===== config.mk =====
export PLATFORM = sky130hd
export DESIGN_NAME = dram_wb_arbiter
export DESIGN_NICKNAME = d
export VERILOG_FILES = /design/src/rtl/dram_wb_arbiter.sv
export SDC_FILE = /design/constraint.sdc
export NUM_CORES = 1
export LEC_CHECK = 0
export BUFFER_PORTS_ARGS = -buffer_cell sky130_fd_sc_hd__buf_2
export CELL_PAD_IN_SITES_DETAIL_PLACEMENT = 1
export CELL_PAD_IN_SITES_GLOBAL_PLACEMENT = 2
export CORE_AREA = 8 8 641 643
export DETAILED_ROUTE_END_ITERATION = 8
export DIE_AREA = 0 0 649 651
export PLACE_DENSITY_LB_ADDON = 0.1
export SYNTH_ARGS = -nofsm -noshare
export SYNTH_HDL_FRONTEND = slang
export SYNTH_SLANG_ARGS = --single-unit

===== constraint.sdc =====
create_clock -name sys_clk -period 2.6 [get_ports sys_clk]
set_clock_uncertainty 0.2 [all_clocks]
set_input_delay 0.39 -clock sys_clk [delete_from_list [all_inputs] [get_ports sys_clk]]
set_output_delay 0.39 -clock sys_clk [all_outputs]
set_load 0.01 [all_outputs]

===== src/rtl/dram_wb_arbiter.sv =====
// Two-master Wishbone arbiter in front of a single DRAM wrapper port.
// Round-robin on ties, non-preemptive grants, ack watchdog with DRAIN recovery.
module dram_wb_arbiter #(
    parameter int WORD_SIZE      = 256,
    parameter int ADDR_WIDTH     = 32,
    parameter int TIMEOUT_CYCLES = 1024
) (
    input  logic                  sys_clk,
    input  logic                  rst,
    input  logic                  initialized_i,
    input  logic                  m0_cyc_i,
    input  logic                  m0_stb_i,
    input  logic                  m0_we_i,
    input  logic [ADDR_WIDTH-1:0] m0_addr_i,
    input  logic [WORD_SIZE-1:0]  m0_data_i,
    output logic [WORD_SIZE-1:0]  m0_data_o,
    output logic                  m0_ack_o,
    output logic                  m0_err_o,
    input  logic                  m1_cyc_i,
    input  logic                  m1_stb_i,
    input  logic                  m1_we_i,
    input  logic [ADDR_WIDTH-1:0] m1_addr_i,
    input  logic [WORD_SIZE-1:0]  m1_data_i,
    output logic [WORD_SIZE-1:0]  m1_data_o,
    output logic                  m1_ack_o,
    output logic                  m1_err_o,
    output logic                  s_cyc_o,
    output logic                  s_stb_o,
    output logic                  s_we_o,
    output logic [ADDR_WIDTH-1:0] s_addr_o,
    output logic [WORD_SIZE-1:0]  s_data_o,
    input  logic [WORD_SIZE-1:0]  s_data_i,
    input  logic                  s_ack_i,
    output logic [1:0]            grant_o
);

    typedef enum logic [1:0] {IDLE, BUSY, DRAIN} state_t;

    localparam logic [15:0] WD_LAST = 16'(TIMEOUT_CYCLES - 1);

    state_t      state;
    logic        owner;
    logic        last_grant;
    logic [15:0] wdog;
    logic [1:0]  grant_q;
    logic [1:0]  err_q;

    logic                  own_cyc;
    logic                  own_stb;
    logic                  own_we;
    logic [ADDR_WIDTH-1:0] own_addr;
    logic [WORD_SIZE-1:0]  own_data;
    logic                  busy;
    logic                  pick;

    assign own_cyc  = owner ? m1_cyc_i  : m0_cyc_i;
    assign own_stb  = owner ? m1_stb_i  : m0_stb_i;
    assign own_we   = owner ? m1_we_i   : m0_we_i;
    assign own_addr = owner ? m1_addr_i : m0_addr_i;
    assign own_data = owner ? m1_data_i : m0_data_i;

    // Reset gates the outputs so a pending transaction vanishes immediately.
    assign busy = (state == BUSY) && !rst;
    assign pick = (m0_cyc_i && m1_cyc_i) ? ~last_grant : m1_cyc_i;

    assign s_cyc_o  = busy && own_cyc;
    assign s_stb_o  = busy && own_stb;
    assign s_we_o   = busy && own_we;
    assign s_addr_o = busy ? own_addr : '0;
    assign s_data_o = busy ? own_data : '0;

    assign m0_data_o = s_data_i;
    assign m1_data_o = s_data_i;
    assign m0_ack_o  = busy && s_ack_i && !owner;
    assign m1_ack_o  = busy && s_ack_i && owner;

    assign grant_o  = rst ? 2'b00 : grant_q;
    assign m0_err_o = !rst && err_q[0];
    assign m1_err_o = !rst && err_q[1];

    always_ff @(posedge sys_clk) begin
        if (rst) begin
            state      <= IDLE;
            owner      <= 1'b0;
            last_grant <= 1'b1;
            wdog       <= '0;
            grant_q    <= 2'b00;
            err_q      <= 2'b00;
        end else begin
            err_q <= 2'b00;
            case (state)
                IDLE: begin
                    if (initialized_i && (m0_cyc_i || m1_cyc_i)) begin
                        owner   <= pick;
                        grant_q <= pick ? 2'b10 : 2'b01;
                        wdog    <= '0;
                        state   <= BUSY;
                    end
                end
                BUSY: begin
                    if (!own_cyc) begin
                        state      <= IDLE;
                        last_grant <= owner;
                        grant_q    <= 2'b00;
                        wdog       <= '0;
                    end else if (s_ack_i || !own_stb) begin
                        wdog <= '0;
                    end else if (wdog == WD_LAST) begin
                        err_q <= owner ? 2'b10 : 2'b01;
                        wdog  <= '0;
                        state <= DRAIN;
                    end else begin
                        wdog <= wdog + 16'd1;
                    end
                end
                DRAIN: begin
                    if (!own_cyc) begin
                        state      <= IDLE;
                        last_grant <= owner;
                        grant_q    <= 2'b00;
                    end
                end
                default: state <= IDLE;
            endcase
        end
    end

endmodule


### After elaboration in Yosys (flattened, before gate mapping)

Cells that the tools add are included.

* input port bits: 842
* output and inout port bits: 809
* bits in registers: 24
* word-level logic and storage cells: 69

* reductions and logical operators: 26
* multiplexer cells: 24
* bitwise gates (word level): 4
* eq/ne operators: 8
* add/sub/neg operators: 1

Operators by type and width (count)
* two-way mux 256 bit: 2
* two-way mux 16 bit: 4
* two-way mux 32 bit: 2
* one-hot mux 16 bit (2 select lines): 1
* two-way mux 2 bit: 9
* adder 16 x 1 -> 16 bit, second input constant: 1
* == test 16 x 10 -> 1 bit, second input constant: 1
* logical AND 1 bit: 11
* inequality test 2 bit, second input constant: 3
* one-hot mux 2 bit (3 select lines): 1
* AND reduction 2 bit: 3
* OR reduction 5 bit: 1
* two-way mux 1 bit: 4
* inverter 1 bit: 4
* one-hot mux 2 bit (2 select lines): 1
* AND reduction 4 bit: 1
* nonzero test 2 bit: 2
* zero test 1 bit: 3
* inequality test 3 x 2 -> 1 bit, second input constant: 1
* inequality test 3 bit, second input constant: 1
* AND reduction 3 bit: 1
* == test 2 x 1 -> 1 bit, second input constant: 1
* == test 2 bit, second input constant: 1
* zero test 2 bit: 1
* 2 further kinds: 3

### Depth between registers and ports, before layout

* word-level depth: 6
* gate-level depth with buffers: 9
* depth with buffers taken out: 7

### Worst setup path after synthesis

OpenSTA, ideal clock, no wires.

* path kind: register to register
* start point: reg state[1]
* end point: reg wdog[8]
* arrival time: 1.947 ns
* library setup time: 0.062 ns
* setup slack: 0.391 ns
* cell stages (with the launch flop): 9
* period minus slack after synthesis: 2.209 ns
* path buffers: 1
* data required time: 2.338 ns
* cell sequence: dfxtp_1 -> inv_1 -> ha_1 -> inv_1 -> or4_1 -> clkbuf_1 -> a211oi_2 -> or4b_1 -> nand3_1

* longest elaborated chain between the ends: 3
* elaborated cells between the ends (all ways): 6
* those cells by class: eq/ne: 2; mux: 1; reduce/logical: 3

RTL lines
* start: declaration: RTL line 41 `state_t state;`
* start signal: assignment: RTL line 83 `state <= IDLE;`
* start signal: assignment: RTL line 97 `state <= BUSY;`
* start signal: assignment: RTL line 102 `state <= IDLE;`
* == test 2 x 1 -> 1 bit / zero test 2 bit (equally long branches): RTL line 91 `case (state)`
* nonzero test 2 bit (no source line) / inequality test 2 bit (equally long branches)
* AND reduction 2 bit (no source line)
* end signal: assignment: RTL line 113 `wdog <= wdog + 16'd1;`
* end: declaration: RTL line 44 `logic [15:0] wdog;`

Several ways; a longest one is shown, not always the timed one.
A chain may end at the register's enable or synchronous reset.

### Final worst setup path

* start point: reg owner
* end point: reg wdog[8]

* longest elaborated chain between the ends: 6
* elaborated cells between the ends (all ways): 7
* those cells by class: mux: 5; reduce/logical: 2

RTL lines
* start: declaration: RTL line 42 `logic owner;`
* start signal: assignment: RTL line 94 `owner <= pick;`
* two-way mux 1 bit: RTL line 57 `assign own_stb = owner ? m1_stb_i : m0_stb_i;`
* zero test 1 bit: RTL line 106 `end else if (s_ack_i || !own_stb) begin`
* logical OR 1 bit: RTL line 106
* two-way mux 16 bit: RTL line 106
* two-way mux 16 bit *: RTL line 101 `if (!own_cyc) begin`
* one-hot mux 16 bit (2 select lines) *: RTL line 91

Every way passes the cells marked *; elsewhere a longest branch is shown, timed or not.

==> impl_metrics.ini <==
[timing]
worst_slew_pin_slew_ps = 522
finalHoldWorstSlack_ps = 311
fmax_ghz = 0.371
setup-violations-final = 51
period_needed_ps = 2690
drv_slew = 0
max_slew_margin = 0.645
min_period_over_period = 1.04
setup-tns-final_ps = -1860
fin_ws_ps = -92.0
rsz0062_at_grt = yes
hold_violations = 0

[drt]
drc = 0
detail-route-antenna-nets = 0
drtPass1Iterations = 4
routedWlPerCell_um = 29.4
drt_iter0_markers = 281
vias = 12200
avgViaCountPerCell = 1.68
drt_wl_total_um = 214000

[finish]
multi_input_area_mm2 = 0.00854
final_common_cell = buf_2
num-fill-cells = 47300
synthToLayoutAreaGrowth_pct = 186
mostFrequentLayoutCells = 692 x buf_2, 201 x buf_6, 200 x mux2i_4, 142 x buf_12, 129 x buf_4
final-seq-area_um2 = 489
layout-drive-gt1-share = 0.846
num-nets-final = 2829

[floorplan]
rows = 233
die_w_um = 649
die-area_mm2 = 0.422
core_mm2 = 0.401
start_util = 0.0235
ioPinCount = 1651
fp.dieH_um = 651

[clock_tree]
cts_buffers = 3
clockRootBuffer = clkbuf_16
clkTransAtPathRegs_ps = 90
clkLatencyLatePin_ps = 280
hold_buffers = 0
cts-htree-levels = 1
cts_tree = done
cts_sinks = 24
clock_tree.buffer_depth = 2

[logic_synthesis]
synth_async_sr_flop_share = 0
yosysUniqueCellTypes = 39
ys_ff_latch = 24
ys_seq_area_frac = 0.0509
syn_nets = 2173
yosys_warnings = 0
ys.flop_type = dfxtp_1
syn_inst = 1327
synth_area_mm2 = 0.00944
syn_area_per_cell_um2 = 7.11
synth_edf_count = 0

[critical_path]
crit_path_top_delay_cell = or4_4
critPathBufInv = 3
max_stage_delay_ps = 570
reg2reg_slack_ps = -90
crit_fanout = 5
worstPathCellList = buf_4 -> buf_12 -> mux2i_4 -> or4_4 -> a211oi_4 -> buf_4 -> or4b_1 -> nand3_1
startpoint_type = flip-flop
worst-setup-path-type = reg -> reg
crit_family = simple AND/OR/NAND/NOR gates
cpMostUsedCell = buf_4
reg2reg_from = owner
worstReg2RegEnd = wdog[8]
end_kind = flip-flop
required_ps = 2620
cp.arrival_ps = 2720
r2r_cells = 8

[outcome]
status = complete, but fails checks
violations = setup timing

[global_route]
grt_pass1_wl_um = 247000
track_usage = 0.0960
grt_pass1_vias = 13800
grt_max_degree = 32
overflow = 0
antenna_found_initial = 58

[power]
p_leak_nw = 8.87
ir_drop_mv = 0.220
p_per_area_mw_per_mm2 = 238

[hold_path]
holdPathStages = 2
hold_path_end = wdog[1]
hold_start = wdog[1]
hold_class = reg -> reg

[place]
gp_congestion = 0.742
hpwl_um = 195000
portBuffers = 882

[flow_run]
cap_violations = 0
-- worst max-delay path by stage --
stage,from,end,slack [ps],cells past startpoint
floorplan,state[1],wdog[8],390,8
global placement,owner,s_data_o[144],-580,7
detailed placement,owner,s_data_o[144],-590,7
CTS,owner,s_data_o[150],-220,8
global route,owner,s_data_o[99],-170,9
finish,owner,wdog[8],-90,8
-- cells in the mapped netlist (3+ instances only) --
| cell | n | area, um2 |
|---|---|---|
| nand4_1 | 3 | 18.8 |
| nor3_1 | 4 | 20.0 |
| clkbuf_1 | 43 | 161 |
| nor4_1 | 4 | 25.0 |
| ha_1 | 4 | 50.1 |
| nand2_1 | 15 | 56.3 |
| dfxtp_1 | 24 | 480 |
| o21ai_0 | 8 | 40.0 |
| buf_1 | 27 | 101 |
| a211oi_1 | 5 | 37.5 |
| inv_1 | 6 | 22.5 |
| nor2_1 | 305 | 1140 |
| a21oi_1 | 15 | 75.1 |
| xnor2_1 | 3 | 26.3 |
| buf_4 | 513 | 3850 |
| a31oi_1 | 5 | 31.3 |
| nand3_1 | 10 | 50.1 |
| and3_1 | 4 | 25.0 |
| nor2b_1 | 5 | 31.3 |
| mux2i_1 | 295 | 2950 |
| nand3b_1 | 7 | 52.6 |
-- per-stage QoR --
step	worst slack, ps	util	cell area (um2)	power (mW)	cells
after floorplan	391	-	9440	2.10	1327
after global placement	-580	0.0499	20000	4.48	7177
after detailed placement	-594	0.0499	20000	4.45	7177
after CTS	-223	0.0635	25400	6.54	7247
after global routing	-167	0.0672	26900	6.89	7269
final	-92.0	0.0673	27000	6.41	7285
-- kinds of logic (layout without fill, tap and decap cells) --
| group | Yosys count | in the layout | synth area share |
|---|---|---|---|
| AND/OR/NAND/NOR | 369 | 369 | 0.161 |
| multiplexers | 297 | 297 | 0.315 |
| XOR/XNOR | 3 | 3 | 0.00278 |
| adder cells (fa/ha/maj) | 4 | 4 | 0.00530 |
| flip-flops | 24 | 24 | 0.0509 |
| buffers and inverters | 591 | 1246 | 0.439 |
| AO/OA/AOI/OAI | 39 | 39 | 0.0249 |
| other | 0 | 16 | 0 |
-- layout make-up --
cell class,count,area share
Antenna cell,16,0.00148
Clock buffer,3,0.00278
Clock inverter,1,0.00111
Inverter,6,0.000835
Multi-Input combinational cell,712,0.317
Sequential cell,24,0.0181
Tap cell,5287,0.245
Timing Repair Buffer,1236,0.414
-- metal layers --
metal	routed length, um	track usage	share of wire
met1	61800	0.0799	0.29
met2	123000	0.198	0.57
met4	3090	0.0104	0.014
met5	184	0.00215	0.00086
met3	26600	0.0544	0.12
-- power by group --
group	internal (mW)	total (mW)	switching, mW	leakage (nW)
logic	2.62	5.52	2.90	8.62
registers	0.379	0.390	0.0120	0.196
clock network	0.309	0.504	0.195	0.0512
total	3.31	6.41	3.11	8.87
-- sequential cells by signal, indices dropped and copies added, names as in the netlist --
name and cells:
state 2, err_q 2, owner 1, wdog 16, grant_q 2, last_grant 1
-- what timing repair did --
item                       in CTS  in global routing
setup buffers                  81                 51
cloned                         22                  6
gates resized for setup       858                337
pin swaps                       9                 24
setup endpoints to repair     265                248
-- tightest hold or removal path, stage by stage, from the launching register on --
cell	delay [ps]
dfxtp_1	350
nand2_1	70
a21oi_1	50
Power figures use the tool's default switching activity.
